<file path="src/rtl/bsort_pkg.sv">
// Shared definitions for the bubble-sort controller: FSM state encoding,
// default sizing constants and the address-width helper.
package bsort_pkg;

    typedef enum logic [2:0] {
        IDLE,
        RD,
        CMP,
        WR,
        DONE
    } state_t;

    localparam int DATA_W_DEFAULT   = 16;
    localparam int NUM_ELEM_DEFAULT = 8;

    // Width needed to address n elements; a two-entry bank still needs one bit.
    function automatic int addr_width(input int n);
        return (n <= 2) ? 1 : $clog2(n);
    endfunction

endpackage

</file>
<file path="src/rtl/bsort_idx_counter.sv">
// Pair index (i, i+1) and pass counter for the bubble-sort controller.
// Both addresses are kept as registers so the bank sees glitch-free
// addresses; the end-of-pass and last-pass flags are decoded here.
module bsort_idx_counter
    import bsort_pkg::*;
#(
    parameter int NUM_ELEM = NUM_ELEM_DEFAULT,
    parameter int ADDR_W   = addr_width(NUM_ELEM)
) (
    input  logic              clk,
    input  logic              rst,
    input  logic              clr_i,
    input  logic              step_i,
    input  logic              pass_i,
    output logic [ADDR_W-1:0] idx_o,
    output logic [ADDR_W-1:0] idx_nxt_o,
    output logic [ADDR_W-1:0] pass_o,
    output logic              end_of_pass_o,
    output logic              last_pass_o
);

    localparam int              SUM_W     = ADDR_W + 1;
    localparam logic [SUM_W-1:0] LAST_SUM = SUM_W'(NUM_ELEM - 2);
    localparam logic [ADDR_W-1:0] LAST_P  = ADDR_W'(NUM_ELEM - 2);
    localparam logic [ADDR_W-1:0] ONE     = ADDR_W'(1);

    logic [ADDR_W-1:0] idx_q;
    logic [ADDR_W-1:0] idx_nxt_q;
    logic [ADDR_W-1:0] pass_q;

    // Index/pass update: a new sort or a new pass rewinds to pair (0,1).
    always_ff @(posedge clk) begin
        if (rst) begin
            idx_q     <= '0;
            idx_nxt_q <= '0;
            pass_q    <= '0;
        end else if (clr_i) begin
            idx_q     <= '0;
            idx_nxt_q <= ONE;
            pass_q    <= '0;
        end else if (pass_i) begin
            idx_q     <= '0;
            idx_nxt_q <= ONE;
            pass_q    <= pass_q + ONE;
        end else if (step_i) begin
            idx_q     <= idx_nxt_q;
            idx_nxt_q <= idx_nxt_q + ONE;
        end
    end

    // Pass p compares pairs up to i = NUM_ELEM-2-p, i.e. i + p reaches NUM_ELEM-2.
    assign end_of_pass_o = ({1'b0, idx_q} + {1'b0, pass_q}) >= LAST_SUM;
    assign last_pass_o   = (pass_q == LAST_P);

    assign idx_o     = idx_q;
    assign idx_nxt_o = idx_nxt_q;
    assign pass_o    = pass_q;

endmodule

</file>
<file path="src/rtl/bsort_ctrl.sv">
// Bubble-sort sequencer: walks the register bank pair by pair, compares
// each pair (unsigned, ties never swap) and drives the MUX2X1 select plus
// a one-cycle write strobe to write the pair back swapped.
// Optional build macro BSORT_EARLY_EXIT_EN: finish after the first pass
// that performed no swap instead of always running NUM_ELEM-1 passes.
module bsort_ctrl
    import bsort_pkg::*;
#(
    parameter int data_in_width = DATA_W_DEFAULT,
    parameter int NUM_ELEM      = NUM_ELEM_DEFAULT,
    parameter int ADDR_W        = addr_width(NUM_ELEM)
) (
    input  logic                     clk,
    input  logic                     rst,
    input  logic                     start,
    input  logic [data_in_width-1:0] data_a,
    input  logic [data_in_width-1:0] data_b,
    output logic [ADDR_W-1:0]        addr_a,
    output logic [ADDR_W-1:0]        addr_b,
    output logic                     swap_sel,
    output logic                     wr_en,
    output logic                     busy,
    output logic                     done,
    output logic [ADDR_W-1:0]        pass_cnt
);

`ifdef BSORT_EARLY_EXIT_EN
    localparam bit EARLY_EXIT = 1'b1;
`else
    localparam bit EARLY_EXIT = 1'b0;
`endif

    state_t state_q;
    logic   swap_q;
    logic   wr_en_q;
    logic   busy_q;
    logic   done_q;
    logic   swapped_q;

    logic   end_of_pass;
    logic   last_pass;
    logic   finish;
    logic   a_gt_b;
    logic   cnt_clr;
    logic   cnt_step;
    logic   cnt_pass;

    // Unsigned compare; equal values leave the pair in place (stable sort).
    assign a_gt_b = (data_a > data_b);

    // A pass is clean when neither an earlier pair nor the pair in WR swapped.
    assign finish = last_pass || (EARLY_EXIT && !(swapped_q || swap_q));

    assign cnt_clr  = (state_q == IDLE) && start;
    assign cnt_step = (state_q == WR) && !end_of_pass;
    assign cnt_pass = (state_q == WR) && end_of_pass && !finish;

    bsort_idx_counter #(
        .NUM_ELEM (NUM_ELEM),
        .ADDR_W   (ADDR_W)
    ) u_idx (
        .clk           (clk),
        .rst           (rst),
        .clr_i         (cnt_clr),
        .step_i        (cnt_step),
        .pass_i        (cnt_pass),
        .idx_o         (addr_a),
        .idx_nxt_o     (addr_b),
        .pass_o        (pass_cnt),
        .end_of_pass_o (end_of_pass),
        .last_pass_o   (last_pass)
    );

    // Sequencer with registered outputs set on entry to each state.
    always_ff @(posedge clk) begin
        if (rst) begin
            state_q   <= IDLE;
            swap_q    <= 1'b0;
            wr_en_q   <= 1'b0;
            busy_q    <= 1'b0;
            done_q    <= 1'b0;
            swapped_q <= 1'b0;
        end else begin
            done_q <= 1'b0;
            case (state_q)
                IDLE: begin
                    if (start) begin
                        state_q   <= RD;
                        busy_q    <= 1'b1;
                        swap_q    <= 1'b0;
                        swapped_q <= 1'b0;
                    end
                end
                RD: begin
                    state_q <= CMP;
                end
                CMP: begin
                    swap_q  <= a_gt_b;
                    wr_en_q <= a_gt_b;
                    state_q <= WR;
                end
                WR: begin
                    wr_en_q <= 1'b0;
                    if (!end_of_pass) begin
                        if (swap_q) swapped_q <= 1'b1;
                        state_q <= RD;
                    end else if (finish) begin
                        if (swap_q) swapped_q <= 1'b1;
                        state_q <= DONE;
                        busy_q  <= 1'b0;
                        done_q  <= 1'b1;
                        swap_q  <= 1'b0;
                    end else begin
                        swapped_q <= 1'b0;
                        state_q   <= RD;
                    end
                end
                DONE: begin
                    state_q <= IDLE;
                end
                default: begin
                    state_q <= IDLE;
                    busy_q  <= 1'b0;
                    wr_en_q <= 1'b0;
                    swap_q  <= 1'b0;
                end
            endcase
        end
    end

    assign swap_sel = swap_q;
    assign wr_en    = wr_en_q;
    assign busy     = busy_q;
    assign done     = done_q;

endmodule
</file>
<file path="config.mk">
export PLATFORM = sky130hd
export DESIGN_NAME = bsort_ctrl
export DESIGN_NICKNAME = d
export VERILOG_FILES = /design/src/rtl/bsort_pkg.sv /design/src/rtl/bsort_idx_counter.sv /design/src/rtl/bsort_ctrl.sv
export SDC_FILE = /design/constraint.sdc
export NUM_CORES = 1
export LEC_CHECK = 0
export CELL_PAD_IN_SITES_DETAIL_PLACEMENT = 0
export CELL_PAD_IN_SITES_GLOBAL_PLACEMENT = 1
export CORE_AREA = 5 5 53 102
export DETAILED_ROUTE_END_ITERATION = 8
export DIE_AREA = 0 0 58 107
export GPL_ROUTABILITY_DRIVEN = 0
export PLACE_DENSITY = 0.8
export SETUP_SLACK_MARGIN = 0.15
export SYNTH_ARGS = -nofsm -noshare
export SYNTH_HDL_FRONTEND = slang
export SYNTH_SLANG_ARGS = --single-unit
</file>
<file path="constraint.sdc">
create_clock -name clk -period 2 [get_ports clk]
set_input_delay 0.4 -clock clk [delete_from_list [all_inputs] [get_ports clk]]
set_output_delay 0.4 -clock clk [all_outputs]
set_load 0.02 [all_outputs]
</file>
==> results of run 1 <==
placed cells by master (no fill, tap or decap), types with 2 or more instances in the layout:
cell / n
sky130_fd_sc_hd__a211oi_2: 3
sky130_fd_sc_hd__a21o_1: 2
sky130_fd_sc_hd__a21oi_1: 4
sky130_fd_sc_hd__a21oi_2: 7
sky130_fd_sc_hd__a31o_2: 2
sky130_fd_sc_hd__buf_4: 17
sky130_fd_sc_hd__buf_6: 2
sky130_fd_sc_hd__clkbuf_8: 4
sky130_fd_sc_hd__clkdlybuf4s50_1: 22
sky130_fd_sc_hd__dfxtp_1: 14
sky130_fd_sc_hd__dlygate4sd2_1: 4
sky130_fd_sc_hd__dlymetal6s2s_1: 21
sky130_fd_sc_hd__ha_1: 10
sky130_fd_sc_hd__ha_4: 12
sky130_fd_sc_hd__inv_1: 8
sky130_fd_sc_hd__inv_2: 10
sky130_fd_sc_hd__nand2_1: 14
sky130_fd_sc_hd__nand3_1: 4
sky130_fd_sc_hd__nand3_2: 2
sky130_fd_sc_hd__nand4_1: 3
sky130_fd_sc_hd__nor2_1: 9
sky130_fd_sc_hd__nor3_1: 3
sky130_fd_sc_hd__xnor2_1: 2
metrics by stage:
step	TNS (ns)	instances
detailed placement	-0.586	260
finish	0	269
global placement	-0.503	260
floorplan	-0.00555	147
CTS	0	267
global route	-0.383	269
logic make-up (layout without fill, tap and decap cells):
group	Yosys count	count (layout)	share of synthesized area, %
DFF	16	16	25.9
xor gates and xnor gates	5	5	3.54
muxes	1	1	0.911
and+or+nand+nor	48	48	19.2
AOI/OAI and AO/OA	32	32	19.2
adders and majority gates	23	23	23.9
buffers and inverters	22	89	7.29
layout make-up:
cell class	instances	share of cell area (%)
multi-input cells	109	47.3
repair buffers	67	30.1
flip-flops and latches	16	14.2
well taps	55	3.01
inverters	18	2.95
clock buffers	4	2.41
per-layer routing:
metal	routed length [um]	vias up	global-route usage [%]
met5	0	-	0
met4	49	0	3.81
met3	268	7	2.53
met2	2170	50	27.0
met1	1370	598	12.6
li1	-	649	-
critical path: cells and delay by family, from the launching register on:
family	cells	cell delay (ns)
fa+ha+maj	2	0.71
buf+inv	2	0.31
flops	1	0.35
simple gates	2	0.27
compound gates	2	0.27
where the power goes:
group / total [mW] / leakage (nW) / internal [mW] / switching (mW)
clock network: 0.293 / 0.0288 / 0.175 / 0.118
logic: 0.574 / 0.918 / 0.297 / 0.278
registers: 0.406 / 0.131 / 0.366 / 0.0408
sequential cells by signal (all words and copies together) (netlist names):
name / count
busy: 1
wr_en: 1
u_idx.idx_o: 3
u_idx.pass_o: 3
u_idx.idx_nxt_o: 3
state_q: 3
done: 1
swap_sel: 1
worst paths after layout:
path | from | endpoint | slack, ns | depth (start not counted)
min reg2reg | wr_en | wr_en | 0.49 | 1
max | u_idx.pass_o[0] | u_idx.pass_o[1] | 0.02 | 8
min | wr_en | wr_en | 0.49 | 1
max reg2reg | u_idx.pass_o[0] | u_idx.pass_o[1] | 0.02 | 8
repair_timing:
| action | 4_1_cts | 5_1_grt |
|---|---|---|
| resized for setup | 34 | 37 |
| endpoints found under the setup margin | 12 | 15 |
| pin swaps | 18 | 19 |
| buffers inserted | 3 | 2 |
==> impl_summary.md, run 1 <==
Run status
The run finished with clean final reports.

Synth
The post-synthesis area per instance is 8.41 um2. The async set-or-reset flop fraction in the synthesized netlist is 0%. The number of storage elements in the synthesis netlist is 16. The number of nets in the synthesized netlist is 205. By area the synthesized netlist is led by sky130_fd_sc_hd__dfxtp_1 (26%), sky130_fd_sc_hd__ha_1 (22%), sky130_fd_sc_hd__inv_1 (5.5%). By instance count, the leading cell after synthesis is sky130_fd_sc_hd__ha_1.

The sequential cell area fraction in the yosys report is 25.9%. In the synthesized netlist the dominant register cell turns out to be sky130_fd_sc_hd__dfxtp_1. The number of distinct library cell variants in the gate-level netlist after synthesis is 40. After synthesis, the most frequently instantiated cells are sky130_fd_sc_hd__ha_1 (22), sky130_fd_sc_hd__inv_1 (18), sky130_fd_sc_hd__dfxtp_1 (16).

Synthesis handed over a netlist of 147 instances. The largest area contributor in the netlist is sky130_fd_sc_hd__dfxtp_1. The count of flip-flops with a built-in enable after synthesis is 0. The area share of the largest cell type after synthesis is 25.9%. The cell area after synthesis is 1240 um2. The number of warnings reported in the yosys synthesis log is 0.

STA
The post-route worst setup slack is 0.0159 ns. The achievable clock frequency is 504 MHz. Clock skew on the completed layout was measured at 0.00282 ns. The final critical delay including setup and external delays is 1.98 ns. The count of final hold-check violations came to 0. The number of slew-limit violations in the final report is 0. Setup repair after global routing could not meet its margin everywhere. In this run the tightest slew margin relative to its limit is 66.5%. The slew at the pin with the worst max-slew slack is 0.490 ns. The fraction of the cycle the final worst path needs is 99.2%. The tightest hold path in the finished design has a slack of 0.491 ns. Setup violations remaining at the end of the flow were counted as 0.

Finish
The net count of the finished layout is 273. The number of antenna cells inserted is 0. The finished cells cover 2290 um2. In the final layout, the multi-input gates occupy 1080 um2. The share of layout cells above drive strength 1 is 36.0%. After filler insertion, the fill cell instance count of the layout stands at 434.

Relative to the synthesized area, the layout overhead comes to 85.1%. The footprint of the flip-flops and latches is 325 um2. The end-of-flow core utilization is 50.2%.

CTS
Clock tree synthesis inserted a total of 3 buffers. The longest clock path from root to sink contains 2 buffers. For this design, the CTS-stage hold fixing added 0 buffers.

The cell chosen for the clock root is sky130_fd_sc_hd__clkbuf_8. TritonCTS built the clock tree. CTS saw 16 sinks. The clock-pin slew reported for the worst setup and hold paths after clock tree synthesis is 0.07 ns. The later-pin clock latency in the skew report is 0.25 ns. CTS built an H-tree with a depth of 1.

Worst setup path
For the worst setup path, the data arrival time is 2.16 ns. The highest-delay cell along the critical path is sky130_fd_sc_hd__fa_2. The startpoint kind of the worst setup timing path is a flip-flop.

The kind of critical path is reg2reg. The worst setup path is captured at a flip-flop. Along the worst path, the maximum fanout reaches 7.

For the worst setup path, the data required time is 2.18 ns. The signal on the critical path passes through ha_4, fa_2, a221oi_4, buf_12, nor3b_4, buf_6, nor2_2, a211oi_2. The largest incremental delay on the critical path is 0.55 ns.

Placed design
The placed instances occupy a cell area of 1910 um2. The detailed-placement wirelength estimate is 3080 um. The pre-CTS setup slack is -0.277 ns. The total of buffers placed on input and output ports is 47.

Routing
The via-per-instance ratio is 4.85. Before antenna repair, the detailed router went through 4 iterations. The detailed-route wire length is 3860 um. The detail-routed net length per standard cell is 14.3 um.

For this run, design rule violations remaining after detail routing come to 0. The remaining antenna violation count after routing is 0. Across all layers, the routed design uses 1,304 vias. The detailed router finished its first iteration with 24 violations.

Die
The floorplan die area is 6210 um2. Measured along the x axis, the die boundary spans 58 um. The number of placement rows is 35.

The die span in y is 107 um. The initial utilization of the core area, before any placement, comes to 27.1%. The floorplan step defined a core boundary enclosing 4550 um2. The number of I/O pins is 48.

Power and ir drop
The power density normalized to cell area is 557 nW/um2. The design draws 1.27 mW. The leakage power is 1.08 nW. VDD sags by at most 511 uV.

Flow run
The tool flagged a number of max-cap violations equal to 0.

GRT
Global routing used 13.3% of the available tracks. The largest net degree at the start of global routing is 10. The via count of the first global-routing pass is 1,408.

The first global-routing pass estimated 6440 um of wire. The number of antenna violations at the first check in global routing is 0. The total overflow left after global routing is 0.

Worst hold path
The min-delay analysis places its worst path in the category reg2reg.
Note: power is estimated with default switching activity, not from simulation.
==> inputs of run 2 (changes only) <==
- CORE_AREA: 5 5 53 102 -> 2 2 50 99
- DIE_AREA: 0 0 58 107 -> 0 0 52 101
==> run 2 against run 1 <==
Net effect: flip-flop and latch count unchanged; maximum frequency grew 2.7%; first-iteration DRC count is 58% lower; hold slack about the same; wire length is 14% lower; critical path depth is 1 lower; total power grew 0.92%; clock skew hardly changed; critical path type unchanged; critical endpoint is now busy.
==> impl_summary.md, run 2 (synthesis results as in run 1) <==
GRT
The first-pass GRT wire length is 5290 um (-18%). The via count of the first global-routing pass is 1,309 (-7.0%). The overflow left after global routing is 0 (unchanged). The largest net degree at the start of global routing is 10 (unchanged). The number of antenna violations at the first check in global routing was 0 (unchanged). The global-route usage over all layers came to 13.1% (-0.15 points).

STA
The worst slew margin relative to its limit was 71.8% (+5.3 points). Setup repair after global routing could not meet its margin everywhere. The number of slew-limit violations in the final report is 0 (unchanged). The fraction of the cycle the final worst path needs came to 96.6% (-2.6 points). The setup-violating endpoint count in the final report is 0 (unchanged). The slew at the pin with the worst max-slew slack is 0.412 ns (-0.0779 ns).

The final critical delay including setup and external delays is 1.93 ns (-0.0515 ns). The achievable clock frequency came to 517 MHz (+2.7%). The count of final hold-check violations is 0 (unchanged). The worst clock skew on the final layout is 0.00252 ns (-0.000303 ns).

The total negative slack for setup checks was 0 ns (unchanged).

Worst setup path
The critical path is of the reg2reg type. The largest incremental delay on the critical path is 0.55 ns (about the same). The worst endpoint required time is 2.16 ns (-0.02 ns).

STA classifies the critical path startpoint as a flip-flop. The maximum fanout encountered on the critical timing path is 5 (-2). The reg-to-reg setup timing slack is 0.07 ns (+0.05 ns).

The terminus of the critical flop-to-flop path is busy. The kind of end point of the critical path is a flip-flop. The source of the critical timing path is u_idx.pass_o[0].

The critical path ends at busy. The critical path goes through ha_4, fa_2, a221oi_4, buf_4, or2_4, a311oi_2, nor2_1. The launch point of the worst reg-to-reg path is u_idx.pass_o[0]. The slowest stage of the critical path is the sky130_fd_sc_hd__fa_2 cell. The count of cells along the worst register-to-register path is 7 (-1). The arrival time at the worst endpoint is 2.09 ns (-0.07 ns).

Routing
The detail-routed net length per standard cell came to 12.5 um (-13%). The remaining antenna violation count after routing is 0 (unchanged). The detailed-route wire length came to 3300 um (-14%). The iteration-0 DRC count of the detailed router came to 10 (-58%).

The via-per-instance ratio is 4.83 (-0.44%). The total via count after detailed routing came to 1,279 (-1.9%). The total iterations of the first detailed-routing run is 4 (unchanged). The final routed DRC violation total came to 0 (unchanged).

Finish
The multi-input logic area came to 1070 um2 (-1.0%). The number of fill cells came to 432 (-0.46%). In the layout the commonest cells are sky130_fd_sc_hd__dlymetal6s2s_1 (26), sky130_fd_sc_hd__clkdlybuf4s50_1 (20), sky130_fd_sc_hd__buf_4 (15).

The number of antenna cells inserted is 0 (unchanged). The library cell used most frequently in the layout, excluding fill and tap cells, is sky130_fd_sc_hd__dlymetal6s2s_1. The footprint of the flip-flops and latches is 325 um2 (unchanged).

Compared with the post-synthesis result, the final layout area differs by 81.8%. The number of nets in the layout is 269 (-1.5%). The share of layout cells above drive strength 1 was 35.2% (-0.74 points). The final instance area is 2250 um2 (-1.8%).

CTS
The clock buffer count from CTS was 3 (unchanged). The cell chosen for the clock root is sky130_fd_sc_hd__clkbuf_8. The number of clock sinks seen by CTS is 16 (unchanged). The number of buffers inserted for hold repair after clock tree synthesis is 0 (unchanged). The clock tree from TritonCTS is done. The CTS H-tree depth is 1 (unchanged). The number of buffers between clock root and the deepest sink is 2 (unchanged). The later-pin clock latency in the skew report is 0.26 ns (about the same).

The clock-pin slew reported for the worst setup and hold paths after clock tree synthesis is 0.06 ns (about the same).

Power and ir drop
The worst vdd rail ir drop is 577 uV (+13%). The power density normalized to cell area is 572 nW/um2 (+2.8%). The leakage power is 1.11 nW (+2.6%).

Placed design
The detailed-placement wirelength estimate is 2430 um (-21%). The total of buffers placed on input and output ports is 47 (unchanged). The cell area after placement is 1900 um2 (-0.66%).

Worst hold path
The min-delay analysis places its worst path in the category reg2reg. The beginning of the worst hold path is wr_en.

Flow run
The number of maximum-capacitance constraint violations was 0 (unchanged).

Run status
The flow ran to the end, and the final reports show no timing, DRC or antenna violations.

Die
The die extent in x came to 52 um (-10%). The number of placement rows is 35 (unchanged). The placeable core area is 4510 um2 (-0.96%). The number of I/O pins was 48 (unchanged). The die span in y is 101 um (-5.6%). The initial cell density of the core was 27.4% (+0.26 points). The floorplan die area is 5250 um2 (-15%).
run 2: area by class of cell:
class	instances	area share, %
repair buffers	63	29.3
multi-input cells	109	47.7
inverters	18	3.01
well taps	55	3.06
flip-flops and latches	16	14.5
clock buffers	4	2.45
run 2: where the power goes:
group / internal, mW / switching, mW / total, mW
registers: 0.366 / 0.0411 / 0.407
logic: 0.301 / 0.278 / 0.579
clock network: 0.175 / 0.124 / 0.300
run 2: worst min path at each step:
stage	endpoint	slack, ns	depth (start not counted)
4_1_cts	u_idx.idx_o[2]	0.48	2
5_1_grt	u_idx.idx_o[2]	0.52	2
3_5_place_dp	u_idx.idx_o[2]	0.47	2
3_3_place_gp	wr_en	0.47	1
2_1_floorplan	u_idx.idx_o[0]	0.51	2
6_report	wr_en	0.49	1
run 2: per-stage QoR:
step	hold WS (ns)	total power [mW]	util, %	setup slack (ns)	instances
6_report	0.491	1.29	49.8	0.0674	265
5_1_grt	0.519	1.37	49.8	-0.0117	265
4_1_cts	0.483	1.28	47.0	0.0680	264
3_5_place_dp	0.471	0.925	42.0	-0.235	260
3_3_place_gp	0.473	0.923	42.0	-0.222	260
2_1_floorplan	0.512	0.723	-	-0.00536	147
run 2: timing repair:
action | CTS | global route
resized for setup | 26 | 45
gates cloned | 0 | 0
buffers inserted | 0 | 1
endpoints found under the setup margin | 14 | 16
pin swaps | 12 | 17
run 2: per-layer routing:
layer	GRT usage (%)	wire, um	vias to the layer above
met3	2.08	186	5
li1	-	-	642
met5	0	0	-
met2	23.4	1740	36
met4	6.68	70	0
met1	14.3	1310	596
run 2: critical path, delay by kind of cell, from the launching register on:
| kind | cells | cell delay, ns |
|---|---|---|
| flip-flops | 1 | 0.35 |
| adder cells (fa/ha/maj) | 2 | 0.70 |
| AND/OR/NAND/NOR | 2 | 0.33 |
| buffers and inverters | 1 | 0.16 |
| AO/OA/AOI/OAI | 2 | 0.29 |
